[src/rtl/icmp_chksum_calc.sv]
// One's-complement byte-pair summer over DPRAM port B for the ICMP reply builder; CHKSUM_INVERT_EN stores the inverted sum.
// Done rises len+RD_LAT+2 edges after start (2 for len=0); oAddress is zero outside READ so it can be OR-shared.
module icmp_chksum_calc #(
    parameter int ADDR_W = 10,
    parameter int RD_LAT = 2
) (
    input  logic              iDm9000aClk,
    input  logic              iRst_n,
    input  logic              iRunStart,
    input  logic [15:0]       iLen,
    input  logic [ADDR_W-1:0] iStartAddr,
    output logic [ADDR_W-1:0] oAddress,
    input  logic [7:0]        iQ,
    output logic [15:0]       oChecksum,
    output logic              oRunEnd
);

    typedef enum logic [2:0] {
        IDLE  = 3'd0,
        READ  = 3'd1,
        DRAIN = 3'd2,
        FOLD  = 3'd3,
        DONE  = 3'd4
    } state_t;

    state_t              state;
    state_t              state_nxt;
    logic [15:0]         len_q;
    logic [15:0]         idx_q;
    logic [ADDR_W-1:0]   start_q;
    logic [16:0]         acc_q;
    logic [7:0]          hi_q;
    logic [RD_LAT-1:0]   tag_vld;
    logic [RD_LAT-1:0]   tag_odd;
    logic                issue;
    logic                pipe_empty;
    logic [15:0]         folded;

    function automatic logic [16:0] csum_add(input logic [16:0] acc, input logic [15:0] word);
        return {1'b0, acc[15:0]} + {1'b0, word} + {16'd0, acc[16]};
    endfunction

    assign pipe_empty = ~|tag_vld;
    assign folded     = acc_q[15:0] + {15'd0, acc_q[16]};

    always_comb begin
        state_nxt = state;
        oAddress  = '0;
        oRunEnd   = 1'b0;
        issue     = 1'b0;
        case (state)
            IDLE: begin
                // Zero length still passes through DRAIN so both paths share the same done timing.
                if (iRunStart) begin
                    state_nxt = (iLen == 16'd0) ? DRAIN : READ;
                end
            end
            READ: begin
                oAddress = start_q + idx_q[ADDR_W-1:0];
                issue    = 1'b1;
                if (!iRunStart) begin
                    state_nxt = IDLE;
                end else if (idx_q == len_q - 16'd1) begin
                    state_nxt = DRAIN;
                end
            end
            DRAIN: begin
                if (!iRunStart) begin
                    state_nxt = IDLE;
                end else if (pipe_empty) begin
                    state_nxt = FOLD;
                end
            end
            FOLD: begin
                state_nxt = iRunStart ? DONE : IDLE;
            end
            DONE: begin
                oRunEnd = 1'b1;
                if (!iRunStart) begin
                    state_nxt = IDLE;
                end
            end
            default: begin
                state_nxt = IDLE;
            end
        endcase
    end

    always_ff @(posedge iDm9000aClk) begin
        if (!iRst_n) begin
            state     <= IDLE;
            len_q     <= '0;
            idx_q     <= '0;
            start_q   <= '0;
            acc_q     <= '0;
            hi_q      <= '0;
            tag_vld   <= '0;
            tag_odd   <= '0;
            oChecksum <= '0;
        end else begin
            state <= state_nxt;

            // Dropping the request flushes in-flight reads so an abort leaves nothing behind.
            if (!iRunStart) begin
                tag_vld <= '0;
                tag_odd <= '0;
            end else begin
                tag_vld[0] <= issue;
                tag_odd[0] <= idx_q[0];
                for (int i = 1; i < RD_LAT; i++) begin
                    tag_vld[i] <= tag_vld[i-1];
                    tag_odd[i] <= tag_odd[i-1];
                end
            end

            if (state == IDLE && iRunStart) begin
                len_q   <= iLen;
                start_q <= iStartAddr;
                idx_q   <= '0;
                acc_q   <= '0;
            end else begin
                if (state == READ) begin
                    idx_q <= idx_q + 16'd1;
                end
                if (iRunStart && tag_vld[RD_LAT-1]) begin
                    if (tag_odd[RD_LAT-1]) begin
                        acc_q <= csum_add(acc_q, {hi_q, iQ});
                    end else begin
                        hi_q <= iQ;
                    end
                end
                // The final capture lands before the pipe reads empty, so this never collides with it.
                if (state == DRAIN && iRunStart && pipe_empty && len_q[0]) begin
                    acc_q <= csum_add(acc_q, {hi_q, 8'h00});
                end
            end

            if (state == FOLD && iRunStart) begin
`ifdef CHKSUM_INVERT_EN
                oChecksum <= ~folded;
`else
                oChecksum <= folded;
`endif
            end
        end
    end

endmodule
[config.mk]
export PLATFORM = sky130hd
export DESIGN_NAME = icmp_chksum_calc
export DESIGN_NICKNAME = d
export VERILOG_FILES = /design/src/rtl/icmp_chksum_calc.sv
export SDC_FILE = /design/constraint.sdc
export NUM_CORES = 1
export LEC_CHECK = 0
export ABC_CLOCK_PERIOD_IN_PS = 2400
export CAP_MARGIN = 25
export CORE_MARGIN = 2
export CORE_UTILIZATION = 37
export CTS_CLUSTER_DIAMETER = 120
export DETAILED_ROUTE_END_ITERATION = 8
export GPL_TIMING_DRIVEN = 0
export PLACE_DENSITY_LB_ADDON = 0.05
export SLEW_MARGIN = 20
export SYNTH_ARGS = -nofsm -noshare
export SYNTH_HDL_FRONTEND = slang
export SYNTH_SLANG_ARGS = --single-unit
[constraint.sdc]
create_clock -name iDm9000aClk -period 2.4 [get_ports iDm9000aClk]
set_input_delay 0.36 -clock iDm9000aClk [delete_from_list [all_inputs] [get_ports iDm9000aClk]]
set_output_delay 0.36 -clock iDm9000aClk [all_outputs]
set_load 0.005 [all_outputs]
==> metrics.txt, run 1 <==
GRT busiest layer=met2; global-route wire length before repair=26000 µm; synth unique cells=between 60 and 70; Finished Layout Cells=969; hpwl dp=approximately 12000 µm; gate count after technology mapping=696; most common cell after layout, fill and taps aside=nand2_1; Die Y=roughly 130 µm; biggest area consumer among synthesized cells=dfxtp_1; Worst Path Arrival=2.37 ns; endpoints failing setup=7; Initial Util=between 30% and 40%; Longest Clk Path Bufs=2; CTS tree=built; Yosys reg bits=90; Pwr per Cell Area=584 nW/µm²; DRC errors left=0; EDFF count, synth=0; drt first pass iters=5; number of global-route vias before repair=between 5000 and 6000; failing checks=setup timing; Crit Path Category=flop to primary output; maximum clock rate=between 300 and 400 MHz; CP Cell Sequence=ha_4, fa_2, a21o_1, a21oi_2, o21bai_2, a2111oi_4, o211ai_1, nand2_1, buf_2; RSZ-0062 raised after global routing=yes; pin count of the biggest net entering global routing=15; Max Cap Viol=0; min cycle time layout=between 2 and 3 ns; met2 usage=~36%; cell leakage power=around 2.7 nW; P&R area growth vs syn=27.9%; Mapped Nets=764; worst relative slew slack=slightly below 50%; Final nets=about 850; # diodes=0; Vias=~5200; slowest stage cell, crit path=a2111oi_4; Slew Limit Fails=0; fraction of registers with async set/reset=0%; Final Instance Area=7070 µm²; CTS Buf Count=9; initial antenna violation count=0; status=finished with violations; final setup margin=-0.329 ns; commonest non-fill, non-tap cells in the layout=nand2_1, dfxtp_1, nor2_1; PortBufs=slightly above 60; Post-DP Area=about 6400 µm²; core area=14600 µm²; IO Count=64; GRT Resource Usage Total=approximately a fifth; Max stage delay on crit path=roughly 0.36 ns; Total Routed Length=about 16000 µm; Post-DRT Antenna Nets=0; Mapped Area=5530 µm²; ys flop type=dfxtp_1; Cells after DPL=941; crit start category=flop; Final Util=~48%; Fin. Hold Viols=0; GR met1 Demand/Resource=between 20% and 30%; filler cell count=roughly 1400; Skew-Pair Late Insertion Delay=0.35 ns; Fin Setup TNS=-1.01 ns; period utilization=114%; synthesized area per cell=about 8 µm²; share of cells above drive strength 1=~14%; Seq/Total Area, Yosys=between 30% and 40%; initial drt markers=~230; clock-pin slew on the worst setup and hold paths=roughly 0.060 ns; top post-synthesis cells by area=dfxtp_1, nand2_1, ha_1; number of clock sinks=90; H-tree depth=3; CTS Hold Bufs=0; worst min path class=primary input to flop; Slew @ Worst Pin=about 0.76 ns; synth warn=0; via/cell ratio=between 5 and 6; WL/cell=between 15 and 20 µm; Max Clock Skew=0.00676 ns; required time of the critical path=between 2 and 2.5 ns; peak supply drop=~340 µV; post-synth top area share=32.6%; chip width=about 130 µm; CTS root buffer=clkbuf_16; Rows=44; Worst Path Max Fanout=2; M3 GR Usage=2.93%; GRT overflow=0; post-place setup slack=-0.814 ns; die area=~16000 µm²; RePlAce Congestion=between 0.8 and 0.9; CP endpoint kind=primary output
==> kinds of logic (layout without fill, tap and decap cells) <==
logic type,Yosys count,count (layout),share of synthesized area [%]
adders and majority gates,31,31,7.42
muxes,15,15,2.72
xor gates and xnor gates,59,59,9.35
and+or+nand+nor,287,287,25.6
DFF,90,90,32.6
buffers and inverters,57,146,4.12
AOI/OAI and AO/OA,157,157,18.2
==> registers in the layout (all words and copies together), names as in the netlist <==
signal	count
tag_odd	2
start_q	10
len_q	16
oChecksum	16
idx_q	16
state	3
acc_q	17
hi_q	8
tag_vld	2
==> power breakdown <==
group          total [W]  switching, W  internal [W]
Combinational   0.000972      0.000544      0.000428
Sequential       0.00165     0.0000766       0.00157
Clock            0.00151      0.000617      0.000895
Total            0.00413       0.00124       0.00289
==> per-stage QoR <==
step	total power [W]	hold slack (ns)
global placement	0.00254	0.453
detailed placement	0.00256	0.453
finish	0.00413	0.417
CTS	0.00413	0.417
global route	0.00434	0.439
floorplan	0.00225	0.440
==> cell type report <==
class | instances | area (µm²) | area share, %
Multi-Input combinational cell | 549 | 3760 | 53.1
Sequential cell | 90 | 1830 | 25.8
Timing Repair Buffer | 75 | 694 | 9.82
Clock buffer | 13 | 270 | 3.82
Tap cell | 184 | 230 | 3.26
Buffer | 36 | 174 | 2.46
Inverter | 19 | 71.3 | 1.01
Clock inverter | 3 | 46.3 | 0.655
==> cells in the mapped netlist, drive strengths merged, types with 7 or more instances <==
cell / n
and3: 15
a21oi: 60
o211ai: 7
xor2: 29
a211oi: 16
dfxtp: 90
clkbuf: 29
inv: 19
or3: 12
nor2: 68
buf: 9
nor4: 9
o21ai: 29
xnor2: 30
nand4: 11
nand2: 94
ha: 28
nand3: 18
nor3: 16
nor3b: 8
mux2i: 15
==> worst max-delay path: cells and delay by family (launching register included) <==
kind	cells	cell delay [ns]
AOI/OAI and AO/OA	5	0.95
adders and majority gates	2	0.50
DFF	1	0.35
buffers and inverters	1	0.11
and+or+nand+nor	1	0.10
==> layer usage <==
layer / wire, µm / vias to the layer above
met5: 0 / -
met4: 383 / 0
met3: 487 / 25
met2: 8020 / 93
met1: 6820 / 2467
li1: - / 2657
==> path summary, 6_finish.rpt <==
| kind | from | end | slack [ns] | cells past startpoint |
|---|---|---|---|---|
| worst max-delay path | idx_q[0] | oAddress[8] | -0.33 | 9 |
| worst min-delay path | iQ[0] | hi_q[0] | 0.42 | 3 |
| worst max register to register | acc_q[16] | acc_q[16] | -0.12 | 10 |
| worst min register to register | start_q[3] | start_q[3] | 0.46 | 2 |
==> repair_timing <==
item	in CTS	in global routing
setup endpoints to repair	42	37
pin swaps	26	28
setup buffers	9	7
gates resized for setup	85	23
(Power assumes the default switching activity.)
==> run 2, diff against run 1 <==
--- a/config.mk
+++ b/config.mk
@@ -5,7 +5,7 @@
 export SDC_FILE = /design/constraint.sdc
 export NUM_CORES = 1
 export LEC_CHECK = 0
-export ABC_CLOCK_PERIOD_IN_PS = 2400
+export ABC_CLOCK_PERIOD_IN_PS = 3540
 export CAP_MARGIN = 25
 export CORE_MARGIN = 2
 export CORE_UTILIZATION = 37
==> constraint.sdc (replaced) <==
create_clock -name iDm9000aClk -period 3.54 [get_ports iDm9000aClk]
set_input_delay 0.531 -clock iDm9000aClk [delete_from_list [all_inputs] [get_ports iDm9000aClk]]
set_output_delay 0.531 -clock iDm9000aClk [all_outputs]
set_load 0.005 [all_outputs]
==> run 2 against run 1 <==
The flow now finishes without violations. Total power decreased by 36%. Wire length fell by 2.4%. Clock skew fell by 0.00064 ns. Non-clock buffer count down 12. Sequential share of layout area grew 1.2 points. Clock-buffer cell count decreased by 1. First-iteration DRC count down 7.5%. Sequential cell count stayed put. Critical path type unchanged. Largest cell class unchanged.
==> metrics.txt, run 2 (synthesis gave the netlist of run 1 again) <==
global-route wire length before repair=25100 µm (-3.3%); CTS Buf Count=9 (unchanged); total setup buffers inserted after CTS=0 (-9); GRT Resource Usage Total=19.5% (-0.62 points); Fin Setup TNS=0 ns (+1.01 ns); CTS tree=built; Top Metal Used=met4; endpoints failing setup=0 (-7); Post-DP Area=6370 µm² (-0.16%); initial antenna violation count=0 (unchanged); R2R depth=7 (-3); Worst Hold Depth=2 (-1); CTS root buffer=clkbuf_16; core area=14600 µm² (unchanged); PortBufs=61 (unchanged); Fin Hold WS=0.463 ns (+0.0456 ns); RePlAce Congestion=0.841 (+0.69%); # diodes=0 (unchanged); chip width=126 µm (unchanged); min cycle time layout=~3.4 ns; Reg with most FFs=acc_q; Final nets=836 (-1.4%); Fin. Hold Viols=0 (unchanged); Final Instance Area=6690 µm² (-5.4%); routed metal-1 wire length=6740 µm (-1.2%); crit start category=flop; worst relative slew slack=50.1% (+0.81 points); die area=15900 µm² (unchanged); Total Routed Length=15300 µm (-2.4%); Crit Path Category=flop to primary output; cell leakage power=2.49 nW (-7.1%); RSZ-0062 raised after global routing=no; commonest non-fill, non-tap cells in the layout=nand2_1, dfxtp_1, nor2_1; period utilization=a little over nine tenths; Initial Util=37.9% (unchanged); Slew Limit Fails=0 (unchanged); CP endpoint kind=primary output; Rows=44 (unchanged); Final Util=45.8% (-2.6 points); Longest Clk Path Bufs=2 (unchanged); metal3 WL=591 µm (+21%); max reg flops=17 (unchanged); Max Clock Skew=0.00612 ns (-0.000637 ns); Vias=5148 (-1.8%); required time of the critical path=3.01 ns (+0.97 ns); number of global-route vias before repair=4999 (-3.0%); CTS Hold Bufs=0 (unchanged); Post-DRT Antenna Nets=0 (unchanged); Worst Path Max Fanout=6 (+4); H-tree depth=3 (unchanged); maximum clock rate=between 200 and 300 MHz; Slew @ Worst Pin=0.742 ns (-0.0137 ns); DRC errors left=0 (unchanged); P&R area growth vs syn=21.0%; peak supply drop=261 µV (-24%); Pwr per Cell Area=393 nW/µm² (-33%); WL/cell=16.0 µm (-1.1%); GRT overflow=0 (unchanged); most common cell after layout, fill and taps aside=nand2_1; via/cell ratio=5.38 (-0.46%); IO Count=64 (unchanged); Die Y=126 µm (unchanged); number of clock sinks=90 (unchanged); Max Cap Viol=0 (unchanged); status=finished clean; initial drt markers=210 (-7.5%); total power=0.00263 W (-36%); Worst Path Arrival=2.87 ns (+0.50 ns); pin count of the biggest net entering global routing=14 (-1); Skew-Pair Late Insertion Delay=0.35 ns (about the same); hpwl dp=12100 µm (-0.43%); routed length on met2=7790 µm (-2.9%); worst min path class=flop to flop; share of cells above drive strength 1=5.31% (-8.8 points); clock-pin slew on the worst setup and hold paths=0.06 ns (about the same); drt first pass iters=4 (-1)
## run 2: cell types whose count changed in the layout (fill, tap and decap cells not counted), sizes merged, moves of 2 or more
| cell | before | now |
|---|---|---|
| clkdlybuf4s50 | 53 | 61 |
| dlymetal6s2s | 2 | 0 |
| clkinv | 1 | 3 |
| buf | 28 | 9 |
## run 2: what timing repair did
item / 4_1_cts / 5_1_grt
endpoints found under the setup margin: 1 / 2
resized for setup: 4 / 8
pin swaps: 1 / 2
## run 2: cell type report
class | count | area [µm²]
Buffer | 38 | 156
Clock buffer | 12 | 256
Clock inverter | 3 | 15.0
Fill cell | 1441 | 7900
Inverter | 19 | 71.3
Multi-Input combinational cell | 549 | 3540
Sequential cell | 90 | 1810
Tap cell | 184 | 230
Timing Repair Buffer | 61 | 611
## run 2: final timing paths
check	slack (ns)	startpoint	endpoint
min	0.46	start_q[0]	start_q[0]
min reg2reg	0.46	start_q[0]	start_q[0]
max	0.14	idx_q[0]	oAddress[8]
max reg2reg	0.59	state[2]	idx_q[2]
## run 2: routing by layer
metal,track usage [%],vias up
met5,0,-
met4,5.30,0
met3,4.29,17
met2,35.2,98
met1,23.4,2407
li1,-,2626
## run 2: metrics by stage
stage	cells	setup WS, ns
after floorplan	696	0.904
after global placement	941	0.0628
after detailed placement	941	0.0840
after CTS	956	0.0162
after global routing	956	0.00971
final	956	0.140
## run 2: worst max-delay path: stages, from the launching register on
cell and delay, ns:
dfxtp_2 0.37, ha_2 0.21, fa_2 0.35, a21o_1 0.19, a21oi_2 0.18, o21bai_2 0.12
a2111oi_4 0.37, o211ai_1 0.13, nand2_1 0.11, clkdlybuf4s50_1 0.49
## run 2: power by group
group          switching (W)  internal (W)  leakage, nW
clock network       0.000409      0.000508        0.138
logic               0.000344      0.000252         1.63
registers          0.0000512       0.00107        0.731
==> run 3, diff against run 2 <==
--- a/config.mk
+++ b/config.mk
@@ -7,7 +7,7 @@
 export LEC_CHECK = 0
 export ABC_CLOCK_PERIOD_IN_PS = 3540
 export CAP_MARGIN = 25
-export CORE_MARGIN = 2
+export CORE_MARGIN = 1
 export CORE_UTILIZATION = 37
 export CTS_CLUSTER_DIAMETER = 120
 export DETAILED_ROUTE_END_ITERATION = 8
==> run 3 against run 2 <==
Sequential share of layout area is 0.29 points lower. Cell count is 0.31% higher. Clock power is 18% higher. Final area is 1.1% higher. Total power is 5.9% higher. Clock-buffer cell count is 1 lower. First-iteration DRC count is 0.48% lower. Clock skew is 0.0017 ns higher. Global-route usage is 0.82 points higher. Via count is 0.14% lower. Sequential cell count stayed put. Wire length is 0.33% lower.
==> metrics.txt, run 3 (synthesis gave the netlist of run 1 again) <==
period utilization=96.0% (about the same); worst min path class=flop to flop; Slew Limit Fails=0 (unchanged); PortBufs=61 (unchanged); Max Clock Skew=0.00784 ns (+0.00172 ns); Worst Path Max Fanout=6 (unchanged); drt first pass iters=4 (unchanged); Total Routed Length=15300 µm (-0.33%); peak supply drop=242 µV (-7.1%); pin count of the biggest net entering global routing=16 (+2); initial antenna violation count=0 (unchanged); RePlAce Congestion=0.828 (-1.6%); P&R area growth vs syn=22.3%; H-tree depth=3 (unchanged); CTS tree=built; Rows=44 (unchanged); Skew-Pair Late Insertion Delay=0.35 ns (about the same); Die Y=124 µm (-1.6%); Vias=5141 (-0.14%); DRC errors left=0 (unchanged); crit start category=flop; Worst Hold Depth=2 (unchanged); commonest non-fill, non-tap cells in the layout=nand2_1, dfxtp_1, nor2_1; via/cell ratio=5.36 (-0.45%); hpwl dp=12100 µm (+0.40%); # diodes=0 (unchanged); Worst Path Arrival=2.87 ns (about the same); CTS Hold Bufs=0 (unchanged); Final nets=838 (+0.24%); max reg flops=17 (unchanged); global-route wire length before repair=25300 µm (+0.72%); GRT Resource Usage Total=20.4% (+0.82 points); cell leakage power=2.53 nW (+1.4%); total power=0.00279 W (+5.9%); clock-pin slew on the worst setup and hold paths=0.06 ns (about the same); CTS root buffer=clkbuf_16; worst relative slew slack=49.3% (-0.79 points); required time of the critical path=3.01 ns (about the same); number of clock sinks=90 (unchanged); Reg with most FFs=acc_q; R2R depth=10 (+3); chip width=124 µm (-1.6%); initial drt markers=209 (-0.48%); Post-DRT Antenna Nets=0 (unchanged); GRT overflow=0 (unchanged); most common cell after layout, fill and taps aside=nand2_1; Max Cap Viol=0 (unchanged); share of cells above drive strength 1=5.55% (+0.24 points); number of global-route vias before repair=5021 (+0.44%); IO Count=64 (unchanged); Fin. Hold Viols=0 (unchanged); status=finished clean; core area=14500 µm² (-0.38%); Slew @ Worst Pin=0.754 ns (+0.0118 ns); die area=15400 µm² (-3.1%); Initial Util=38.0% (+0.14 points); Fin Hold WS=0.467 ns (+0.00381 ns); CTS Buf Count=9 (unchanged); Longest Clk Path Bufs=2 (unchanged); WL/cell=15.9 µm (-0.64%); min cycle time layout=3.40 ns (-0.000627 ns); CP endpoint kind=primary output; Crit Path Category=flop to primary output; endpoints failing setup=0 (unchanged); maximum clock rate=294 MHz (about the same); Pwr per Cell Area=412 nW/µm² (+4.7%)
## run 3: through the flow
| stage | utilization [%] | std cells | setup WS, ns | instance area, µm² | setup TNS [ns] |
|---|---|---|---|---|---|
| finish | 46.5 | 959 | 0.140 | 6760 | 0 |
| global route | 46.5 | 959 | -0.0558 | 6760 | -0.0558 |
| CTS | 46.3 | 958 | 0.000760 | 6730 | 0 |
| detailed placement | 43.9 | 942 | -0.00264 | 6370 | -0.00264 |
| global placement | 43.8 | 941 | 0.0395 | 6370 | 0 |
| floorplan | - | 696 | 0.904 | 5530 | 0 |
## run 3: layer usage
| metal | part of all wire [%] | vias to the layer above | routed length (µm) | global-route usage (%) |
|---|---|---|---|---|
| li1 | - | 2635 | - | - |
| met1 | 43 | 2389 | 6570 | 24.3 |
| met2 | 52 | 100 | 7930 | 36.7 |
| met3 | 3.4 | 17 | 519 | 4.05 |
| met4 | 1.7 | 0 | 267 | 5.46 |
| met5 | 0 | - | 0 | 0 |
## run 3: what timing repair did
item	4_1_cts	5_1_grt
setup buffers	0	1
endpoints found under the setup margin	1	2
endpoints found under the hold margin	0	0
pin swaps	1	5
resized for setup	4	8
cloned	0	0
## run 3: worst paths after layout
kind,endpoint,from,slack (ns)
hold / removal,start_q[7],start_q[7],0.47
setup / recovery,oAddress[8],idx_q[0],0.14
setup reg to reg,acc_q[16],acc_q[16],0.58
hold reg to reg,start_q[7],start_q[7],0.47
## run 3: report_power, final
group	total (W)	internal, W	switching, W	leakage, nW
clock network	0.00108	0.000661	0.000416	0.166
logic	0.000589	0.000253	0.000336	1.63
registers	0.00112	0.00107	0.0000535	0.731
## run 3: cell type report
| cell class | instances | area (µm²) |
|---|---|---|
| multi-input combinational | 549 | 3540 |
| buffer | 38 | 156 |
| tap | 184 | 230 |
| sequential | 90 | 1810 |
| fill | 1477 | 7770 |
| timing repair buffer | 63 | 623 |
| clock inverter | 5 | 86.3 |
| inverter | 19 | 71.3 |
| clock buffer | 11 | 253 |
## run 3: worst max-delay path, stage by stage, from the launching register on
cell             delay, ns
dfxtp_4               0.38
ha_2                  0.20
fa_2                  0.36
a21o_1                0.18
a21oi_2               0.18
o21bai_2              0.12
a2111oi_4             0.37
o211ai_1              0.12
nand2_1               0.11
clkdlybuf4s50_1       0.50
